<file path="src/rtl/matmul_dma_if.sv">
`default_nettype none
// ============================================================================
// Module      : matmul_dma_if
// Description : Avalon-MM master bus between the matmul DMA and DDR.
// Revision    : 1.0 - initial release
// ============================================================================
interface matmul_dma_if #(
    parameter int BURST = 16
);
    localparam int BC_W = $clog2(BURST) + 1;

    logic [31:0]     avm_address;
    logic [BC_W-1:0] avm_burstcount;
    logic            avm_read;
    logic            avm_write;
    logic [31:0]     avm_writedata;
    logic            avm_waitrequest;
    logic [31:0]     avm_readdata;
    logic            avm_readdatavalid;

    modport master (
        output avm_address, avm_burstcount, avm_read, avm_write, avm_writedata,
        input  avm_waitrequest, avm_readdata, avm_readdatavalid
    );

    modport slave (
        input  avm_address, avm_burstcount, avm_read, avm_write, avm_writedata,
        output avm_waitrequest, avm_readdata, avm_readdatavalid
    );
endinterface
`default_nettype wire

</file>
<file path="src/rtl/matmul_dma.sv">
`default_nettype none
// ============================================================================
// Module      : matmul_dma
// Description : Moves N*N-word matrices between DDR and the A/B/C tile buffers.
// Revision    : 1.0 - initial release
// ============================================================================
module matmul_dma #(
    parameter int N     = 16,
    parameter int BURST = 16,
    parameter int IDX_W = $clog2(N*N)
) (
    input  logic             clk,
    input  logic             rst,
    input  logic             start_load_a,
    input  logic             start_load_b,
    input  logic             start_store_c,
    input  logic [31:0]      addr_a,
    input  logic [31:0]      addr_b,
    input  logic [31:0]      addr_c,
    output logic             done,
    output logic             busy,
    matmul_dma_if.master     avm,
    output logic             a_wr_en,
    output logic             b_wr_en,
    output logic [IDX_W-1:0] buf_wr_addr,
    output logic [31:0]      buf_wr_data,
    output logic [IDX_W-1:0] c_rd_addr,
    input  logic [31:0]      c_rd_data
);
    localparam int K_W   = IDX_W + 1;
    localparam int BC_W  = $clog2(BURST) + 1;
    localparam int SHIFT = $clog2(BURST * 4);

    localparam logic [K_W-1:0] C_TOTAL = K_W'(N * N);
    localparam logic [K_W-1:0] C_BURST = K_W'(BURST);

    localparam logic [2:0] S_IDLE     = 3'd0;
    localparam logic [2:0] S_RD_REQ   = 3'd1;
    localparam logic [2:0] S_RD_DATA  = 3'd2;
    localparam logic [2:0] S_WR_FETCH = 3'd3;
    localparam logic [2:0] S_WR_BEAT  = 3'd4;
    localparam logic [2:0] S_DONE     = 3'd5;

    localparam logic [1:0] CMD_A = 2'd0;
    localparam logic [1:0] CMD_B = 2'd1;
    localparam logic [1:0] CMD_C = 2'd2;

    logic [2:0]     r_state;
    logic [2:0]     w_state_next;
    logic [1:0]     r_cmd;
    logic [31:0]    r_base;
    logic [K_W-1:0] r_k;
    logic [K_W-1:0] r_j;
    logic [31:0]    r_wdata;
    logic           r_wfirst;
    logic           r_busy;

    logic [K_W-1:0] w_k_next;
    logic           w_last;
    logic           w_burst_end;
    logic           w_rd_beat;
    logic           w_wr_acc;
    logic           w_start_any;
    logic [31:0]    w_sel_base;
    logic [1:0]     w_sel_cmd;

    assign w_k_next    = r_k + K_W'(1);
    assign w_last      = (w_k_next == C_TOTAL);
    assign w_burst_end = ((w_k_next % C_BURST) == '0);
    assign w_rd_beat   = (r_state == S_RD_DATA) && avm.avm_readdatavalid;
    assign w_wr_acc    = (r_state == S_WR_BEAT) && !avm.avm_waitrequest;
    assign w_start_any = start_load_a || start_load_b || start_store_c;

    // A beats B beats C when several starts coincide
    always_comb begin
        w_sel_base = addr_c;
        w_sel_cmd  = CMD_C;
        if (start_load_a) begin
            w_sel_base = addr_a;
            w_sel_cmd  = CMD_A;
        end else if (start_load_b) begin
            w_sel_base = addr_b;
            w_sel_cmd  = CMD_B;
        end
    end

    always_comb begin
        w_state_next = r_state;
        case (r_state)
            S_IDLE: begin
                if (start_load_a || start_load_b) w_state_next = S_RD_REQ;
                else if (start_store_c)           w_state_next = S_WR_FETCH;
            end
            S_RD_REQ:   if (!avm.avm_waitrequest) w_state_next = S_RD_DATA;
            S_RD_DATA:  if (w_rd_beat && w_burst_end) w_state_next = w_last ? S_DONE : S_RD_REQ;
            S_WR_FETCH: w_state_next = S_WR_BEAT;
            S_WR_BEAT:  if (w_wr_acc) w_state_next = w_last ? S_DONE : S_WR_FETCH;
            S_DONE:     w_state_next = S_IDLE;
            default:    w_state_next = S_IDLE;
        endcase
    end

    always_ff @(posedge clk or negedge rst) begin
        if (!rst) begin
            r_state  <= S_IDLE;
            r_cmd    <= CMD_A;
            r_base   <= '0;
            r_k      <= '0;
            r_j      <= '0;
            r_wdata  <= '0;
            r_wfirst <= 1'b0;
            r_busy   <= 1'b0;
        end else begin
            r_state <= w_state_next;
            r_busy  <= (w_state_next != S_IDLE) && (w_state_next != S_DONE);
            case (r_state)
                S_IDLE: begin
                    if (w_start_any) begin
                        r_cmd  <= w_sel_cmd;
                        r_base <= {w_sel_base[31:2], 2'b00};
                        r_k    <= '0;
                        r_j    <= '0;
                    end
                end
                S_RD_DATA: begin
                    if (w_rd_beat) begin
                        r_k <= w_k_next;
                        if (w_burst_end && !w_last) r_j <= r_j + K_W'(1);
                    end
                end
                S_WR_FETCH: r_wfirst <= 1'b1;
                S_WR_BEAT: begin
                    // C buffer data is only valid in the first beat cycle; hold it for stalls
                    r_wfirst <= 1'b0;
                    if (r_wfirst) r_wdata <= c_rd_data;
                    if (w_wr_acc) begin
                        r_k <= w_k_next;
                        if (w_burst_end && !w_last) r_j <= r_j + K_W'(1);
                    end
                end
                default: ;
            endcase
        end
    end

    assign avm.avm_address    = r_base + (32'(r_j) << SHIFT);
    assign avm.avm_read       = (r_state == S_RD_REQ);
    assign avm.avm_write      = (r_state == S_WR_BEAT);
    assign avm.avm_burstcount = (avm.avm_read || avm.avm_write) ? BC_W'(BURST) : '0;
    assign avm.avm_writedata  = !avm.avm_write ? 32'd0 : (r_wfirst ? c_rd_data : r_wdata);

    assign a_wr_en     = w_rd_beat && (r_cmd == CMD_A);
    assign b_wr_en     = w_rd_beat && (r_cmd == CMD_B);
    assign buf_wr_addr = r_k[IDX_W-1:0];
    assign buf_wr_data = w_rd_beat ? avm.avm_readdata : 32'd0;
    assign c_rd_addr   = (r_state == S_WR_FETCH) ? r_k[IDX_W-1:0] : '0;
    assign done        = (r_state == S_DONE);
    assign busy        = r_busy;
endmodule
`default_nettype wire

</file>
<file path="src/flat_wrapper.sv">
// flat-port wrapper written by rule: the top's interface ports become plain ports
module matmul_dma_flat 
#(
    parameter int N     = 16,
    parameter int BURST = 16,
    parameter int IDX_W = $clog2(N*N)
)
  (clk, rst, start_load_a, start_load_b, start_store_c, addr_a, addr_b, addr_c, done, busy, a_wr_en, b_wr_en, buf_wr_addr, buf_wr_data, c_rd_addr, c_rd_data, avm_avm_address, avm_avm_burstcount, avm_avm_read, avm_avm_write, avm_avm_writedata, avm_avm_waitrequest, avm_avm_readdata, avm_avm_readdatavalid);
  matmul_dma_if #(.BURST(BURST)) avm_i ();
  input  logic clk;
  input  logic rst;
  input  logic start_load_a;
  input  logic start_load_b;
  input  logic start_store_c;
  input  logic [31:0] addr_a;
  input  logic [31:0] addr_b;
  input  logic [31:0] addr_c;
  output logic done;
  output logic busy;
  output logic a_wr_en;
  output logic b_wr_en;
  output logic [IDX_W-1:0] buf_wr_addr;
  output logic [31:0] buf_wr_data;
  output logic [IDX_W-1:0] c_rd_addr;
  input  logic [31:0] c_rd_data;
  output wire logic [$bits(avm_i.avm_address)-1:0] avm_avm_address;
  output wire logic [$bits(avm_i.avm_burstcount)-1:0] avm_avm_burstcount;
  output wire logic [$bits(avm_i.avm_read)-1:0] avm_avm_read;
  output wire logic [$bits(avm_i.avm_write)-1:0] avm_avm_write;
  output wire logic [$bits(avm_i.avm_writedata)-1:0] avm_avm_writedata;
  input wire logic [$bits(avm_i.avm_waitrequest)-1:0] avm_avm_waitrequest;
  input wire logic [$bits(avm_i.avm_readdata)-1:0] avm_avm_readdata;
  input wire logic [$bits(avm_i.avm_readdatavalid)-1:0] avm_avm_readdatavalid;
  assign avm_avm_address = avm_i.avm_address;
  assign avm_avm_burstcount = avm_i.avm_burstcount;
  assign avm_avm_read = avm_i.avm_read;
  assign avm_avm_write = avm_i.avm_write;
  assign avm_avm_writedata = avm_i.avm_writedata;
  assign avm_i.avm_waitrequest = avm_avm_waitrequest;
  assign avm_i.avm_readdata = avm_avm_readdata;
  assign avm_i.avm_readdatavalid = avm_avm_readdatavalid;
  matmul_dma #(.N(N), .BURST(BURST), .IDX_W(IDX_W)) u_core (.clk(clk), .rst(rst), .start_load_a(start_load_a), .start_load_b(start_load_b), .start_store_c(start_store_c), .addr_a(addr_a), .addr_b(addr_b), .addr_c(addr_c), .done(done), .busy(busy), .avm(avm_i), .a_wr_en(a_wr_en), .b_wr_en(b_wr_en), .buf_wr_addr(buf_wr_addr), .buf_wr_data(buf_wr_data), .c_rd_addr(c_rd_addr), .c_rd_data(c_rd_data));
endmodule
</file>
<file path="config.mk">
export PLATFORM = sky130hd
export DESIGN_NAME = matmul_dma_flat
export DESIGN_NICKNAME = d
export VERILOG_FILES = /design/src/rtl/matmul_dma_if.sv /design/src/rtl/matmul_dma.sv /design/src/flat_wrapper.sv
export SDC_FILE = /design/constraint.sdc
export NUM_CORES = 1
export LEC_CHECK = 0
export CAP_MARGIN = 20
export CELL_PAD_IN_SITES_DETAIL_PLACEMENT = 1
export CELL_PAD_IN_SITES_GLOBAL_PLACEMENT = 2
export CORE_ASPECT_RATIO = 1.1
export CORE_MARGIN = 5
export CORE_UTILIZATION = 23
export CTS_CLUSTER_SIZE = 24
export DETAILED_ROUTE_END_ITERATION = 10
export PLACE_DENSITY = 0.8
export SYNTH_ARGS = -nofsm -noshare
export SYNTH_HDL_FRONTEND = slang
export SYNTH_SLANG_ARGS = --single-unit
</file>
<file path="constraint.sdc">
create_clock -name clk -period 3 [get_ports clk]
set_clock_uncertainty 0.15 [all_clocks]
set_input_delay 0.6 -clock clk [delete_from_list [all_inputs] [get_ports clk]]
set_output_delay 0.6 -clock clk [all_outputs]
set_load 0.1 [all_outputs]
</file>
### Yosys cells after proc, flatten, opt, wreduce, memory -nomap -nowiden

Index checks and enable logic that the tools add are counted.

* register bits: 87
* bits in latches: 0
* bits in writable memories: 0
* memory bits (read-only): 0
* memories: 0

* add/sub/neg operators: 3
* $mul: 0
* div/mod/pow operators: 0
* $lt $le $gt $ge: 0
* eq/ne operators: 11
* shift operators: 0
* muxes and demuxes: 26
* bitwise gates (word level): 0
* reduce and logical (&&, ||, !) cells: 20

Operator list (number)
* 32-bit 2-to-1 mux: 5
* 9-bit 2-to-1 mux: 6
* 9-bit case mux with 3 select lines: 2
* 32-bit by 15-bit adder with 32-bit output: 1
* 3-bit 2-to-1 mux: 7
* 9-bit by 1-bit adder with 9-bit output, second input constant: 2
* 3-bit case mux with 5 select lines: 1
* 9-bit equality test, second input constant: 1
* 9-bit logical NOT: 1
* 8-bit 2-to-1 mux: 1
* 1-bit logical AND: 7
* 3-bit by 2-bit equality test with 1-bit output, second input constant: 2
* 3-bit equality test, second input constant: 2
* 3-bit nonzero test: 2
* 5-bit 2-to-1 mux: 1
* 2-bit 2-to-1 mux: 2
* 2-bit by 1-bit inequality test with 1-bit output, second input constant: 2
* 4-bit AND reduction: 1
* 3-bit by 1-bit equality test with 1-bit output, second input constant: 1
* 3-bit logical NOT: 1
* 1-bit logical OR: 3
* 3-bit inequality test, second input constant: 1
* 2-bit by 1-bit equality test with 1-bit output, second input constant: 1
* 1-bit logical NOT: 2
* 5 further kinds: 5

### Longest topological paths before layout

* word-level depth: 7
* gate-level depth with buffers: 9

### Least setup slack after synthesis

No wires, ideal clock.

* path kind: flip-flop to output port
* start: reg u_core.r_state[0]
* end: out avm_avm_burstcount[4]
* arrival time: 3.623 ns
* data required time: 2.250 ns
* setup slack: -1.373 ns
* cell stages (with the launch flop): 4
* buffers on the path: 0
* cell sequence: dfrtp_1 > inv_1 > nor3_1 > nand2b_1

* longest elaborated chain between the ends: 3
* elaborated cells on any way between the ends: 4

Ends and longest elaborated chain
* start, declared: RTL line matmul_dma.sv:48 `logic [2:0] r_state;`
* start signal, assigned: RTL line matmul_dma.sv:114 `r_state <= w_state_next;`
* 3-bit by 1-bit equality test with 1-bit output: RTL line matmul_dma.sv:147 `assign avm.avm_read = (r_state == S_RD_REQ);`
* net avm_avm_read: RTL line flat_wrapper.sv:28 `output wire logic [$bits(avm_i.avm_read)-1:0] avm_avm_read;`
* 1-bit logical OR: RTL line matmul_dma.sv:149 `assign avm.avm_burstcount = (avm.avm_read || avm.avm_write) ? BC_W'(BURST) : '0;`
* 5-bit 2-to-1 mux: RTL line matmul_dma.sv:149
* end, declared: RTL line flat_wrapper.sv:27 `output wire logic [$bits(avm_i.avm_burstcount)-1:0] avm_avm_burstcount;`

The timed path passes the listed nets, and every way through them passes these cells.

### Worst setup path in the final report

* start: reg u_core.r_j[7]
* end: out avm_avm_address[18]

* longest elaborated chain between the ends: 1

Ends and longest elaborated chain
* start, declared: RTL line matmul_dma.sv:53 `logic [K_W-1:0] r_j;`
* start signal, assigned: RTL line matmul_dma.sv:128 `if (w_burst_end && !w_last) r_j <= r_j + K_W'(1);`
* start signal, assigned: RTL line matmul_dma.sv:138 `if (w_burst_end && !w_last) r_j <= r_j + K_W'(1);`
* 32-bit by 15-bit adder with 32-bit output: RTL line matmul_dma.sv:146 `assign avm.avm_address = r_base + (32'(r_j) << SHIFT);`
* end, declared: RTL line flat_wrapper.sv:26 `output wire logic [$bits(avm_i.avm_address)-1:0] avm_avm_address;`

Every way passes these cells.

==> run summary <==
status - complete, but fails checks
failing checks - negative setup slack
Chip Width - 162 µm
Multi-input gate area - 0.00408 mm²
Compound-Gate Fraction of Synth Area - 11.3%
initial core utilization - 23.2%
CP endpoint kind - primary output
CTS root buf - clkbuf_16
most common cell after layout, fill and taps aside - clkdlybuf4s50_1
Worst Path Required - 2.25 ns
post-synthesis register bit count - 87
# hold bufs at CTS - 0
synthesized area - 0.00582 mm²
met3 wire length - 1.65 mm
peak supply drop - 0.326 mV
placed cell count - 1238
RSZ-0062 raised after global routing - true
Clock Sinks - 87
Tmin final - 3.39 ns
P_leak - 5.13 nW
Max Root-Sink Buffers - 2
asr flop ratio synth - 100%
Slew Viols, Final - 0
Final setup viols - 19
1st-iter DRT viols - 228
startpoint types - flip-flop
simple-gate share of the synthesized area - 21.3%
n_diodes - 0
1st-pass router iterations - 4
synthesized area per cell - 8.89 µm²
die area - 0.0286 mm²
Seq/Total Area, Yosys - 37.4%
Max-slew headroom - 57.4%
GR Util All Layers - 14.5%
final hold viol count - 0
worst-path maximum fanout - 7
WL final - 21.4 mm
CP Class - reg2out
antenna viol nets, final - 0
layout cells sized above 1 - 34.0%
hold slack - 0.0267 ns
top sig layer - met4
number of synthesized flops with an enable pin - 0
Routed wire per std cell - 16.8 µm
dpl hpwl - 17.0 mm
Core Area - 0.0251 mm²
largest net degree at the start of global routing - 62
multiplexer area fraction after synthesis - 17.0%
IO Port Bufs - 277
crit path DAT - 2.64 ns
initial antenna violation count - 0
worst slack, placed - -0.123 ns
Post-synth top flop - dfrtp_1
die height - 177 µm
Synth area leader - dfrtp_1
Fmax achieved - 0.295 GHz
Synth Area in XOR/XNOR - 4.82%
register area - 0.00218 mm²
Cells after Synth - 654
Area Growth Syn to Fin - 92.6%
CTS Buf Count - 9
CTS tree - yes
pwr/cell area - 789 mW/mm²
largest family of logic cells by synthesized area - simple AND/OR/NAND/NOR gates
WL met1 - 8.92 mm
via count - 5785
clock slew at reported path FFs - 0.07 ns
Pwr Total - 8.84 mW
most frequent cells in the layout - clkdlybuf4s50_1, buf_12, dfrtp_1, buf_4, mux2i_1
Hold Crit Class - in2async
# IOs - 290
Max-cap violations - 0
# rows - 61
Netlist cell types - 53
Remaining DRCs - 0
Non-Filler Instances - 1272
gpl congestion - 0.772
part of the cycle the worst path needs - 113%
FILL cells - 2709
grt ovf - 0
post-synthesis adder-cell area fraction - 2.71%
Vias/cell - 4.55
worst slew pin tran - 0.640 ns
number of synthesis warnings - 0
H-tree levels - 3
final worst slack - -0.394 ns
vias in the first global route - 6130
Final Net Count - 1131
Finished Core Util - 44.6%
worst skew pair latency - 0.35 ns
Met2 Routed Length - 10.6 mm
leading post-synthesis cells by cell area - dfrtp_1, mux2i_1, mux2_2
first-pass GRT wire length - 33.3 mm
Synth top area share - 37.4%
sequential cells by signal, summed over array words and instances (netlist names):
name and cells:
u_core.r_state 3, u_core.r_j 9, u_core.r_cmd 2, u_core.r_wfirst 1, u_core.busy 1, u_core.r_wdata 32
u_core.r_base 30, u_core.r_k 9
Yosys cell counts, types with 2 or more instances:
library cell	number
dfrtp_1	87
nor2_1	82
mux2i_1	63
nand2_1	63
o21ai_0	47
and2_1	43
a21oi_1	41
mux2_2	32
clkbuf_1	27
xnor2_1	27
buf_4	21
ha_1	11
and3_1	9
nand3_1	9
nand4_1	9
inv_1	8
nor4_1	6
nand2b_1	5
xor2_1	5
a21o_1	4
buf_1	4
nor2b_1	4
nor3_1	4
o21a_1	4
o31ai_1	4
and4_1	3
o22ai_1	3
a2bb2oi_1	2
nand4b_1	2
nor4b_1	2
routing by layer:
metal	vias up	global-route usage (%)
li1	2834	-
met1	2718	17.4
met2	218	25.9
met3	15	3.91
met4	0	3.63
met5	-	0
report_power, final:
group          switching, mW  total, mW  internal [mW]
Clock                  0.535       1.36          0.826
Combinational           3.42       5.51           2.09
Sequential             0.398       1.97           1.58
cell type report:
class / instances / area share (%)
clock buffers: 9 / 2.01
clock inverters: 7 / 1.12
well taps: 315 / 3.52
inverters: 9 / 0.302
flip-flops and latches: 87 / 19.5
multi-input cells: 510 / 36.4
repair buffers: 335 / 37.2
logic make-up after synthesis:
group,count (synthesis)
AND/OR/NAND/NOR,250
adder cells (fa/ha/maj),12
XOR/XNOR,32
AO/OA/AOI/OAI,115
other,1
buffers and inverters,62
multiplexers,95
flip-flops,87
stage by stage:
step / setup TNS (ns) / area, µm²
6_report: -4.60 / 11200
5_1_grt: -7.10 / 11200
4_1_cts: -4.79 / 11100
3_5_place_dp: -0.570 / 10500
3_3_place_gp: -0.364 / 10500
2_1_floorplan: -2.39 / 6370
critical path: stages (launching register included):
cell	delay [ns]
dfrtp_1	0.42
ha_1	0.36
a211o_1	0.29
o32ai_1	0.31
a21oi_2	0.09
buf_12	0.15
buf_4	0.14
buf_4	0.14
nand2_4	0.08
xnor2_4	0.12
buf_12	0.19
final timing paths:
path / start / to / depth (start not counted) / slack, ns
min in group clk: u_core.r_base[3]$_DFFE_PN0P_ / u_core.r_base[3]$_DFFE_PN0P_ / 2 / 0.34
min reg2reg: u_core.r_base[3]$_DFFE_PN0P_ / u_core.r_base[3]$_DFFE_PN0P_ / 2 / 0.34
min: rst / u_core.r_wdata[12]$_DFFE_PN0P_ / 1 / 0.03
max in group asynchronous: rst / u_core.r_base[17]$_DFFE_PN0P_ / 2 / 1.99
max reg2reg: u_core.r_state[1]$_DFF_PN0_ / u_core.r_wdata[24]$_DFFE_PN0P_ / 6 / 0.71
max: u_core.r_j[7]$_DFFE_PN0P_ / avm_avm_address[18] / 10 / -0.39
what timing repair did:
| item | CTS | global route |
|---|---|---|
| endpoints found under the hold margin | 0 | 0 |
| pin swaps | 24 | 14 |
| resized for setup | 34 | 15 |
| setup endpoints to repair | 19 | 23 |
| buffers inserted | 12 | 7 |
| gates cloned | 0 | 0 |
(Power assumes the default switching activity.)
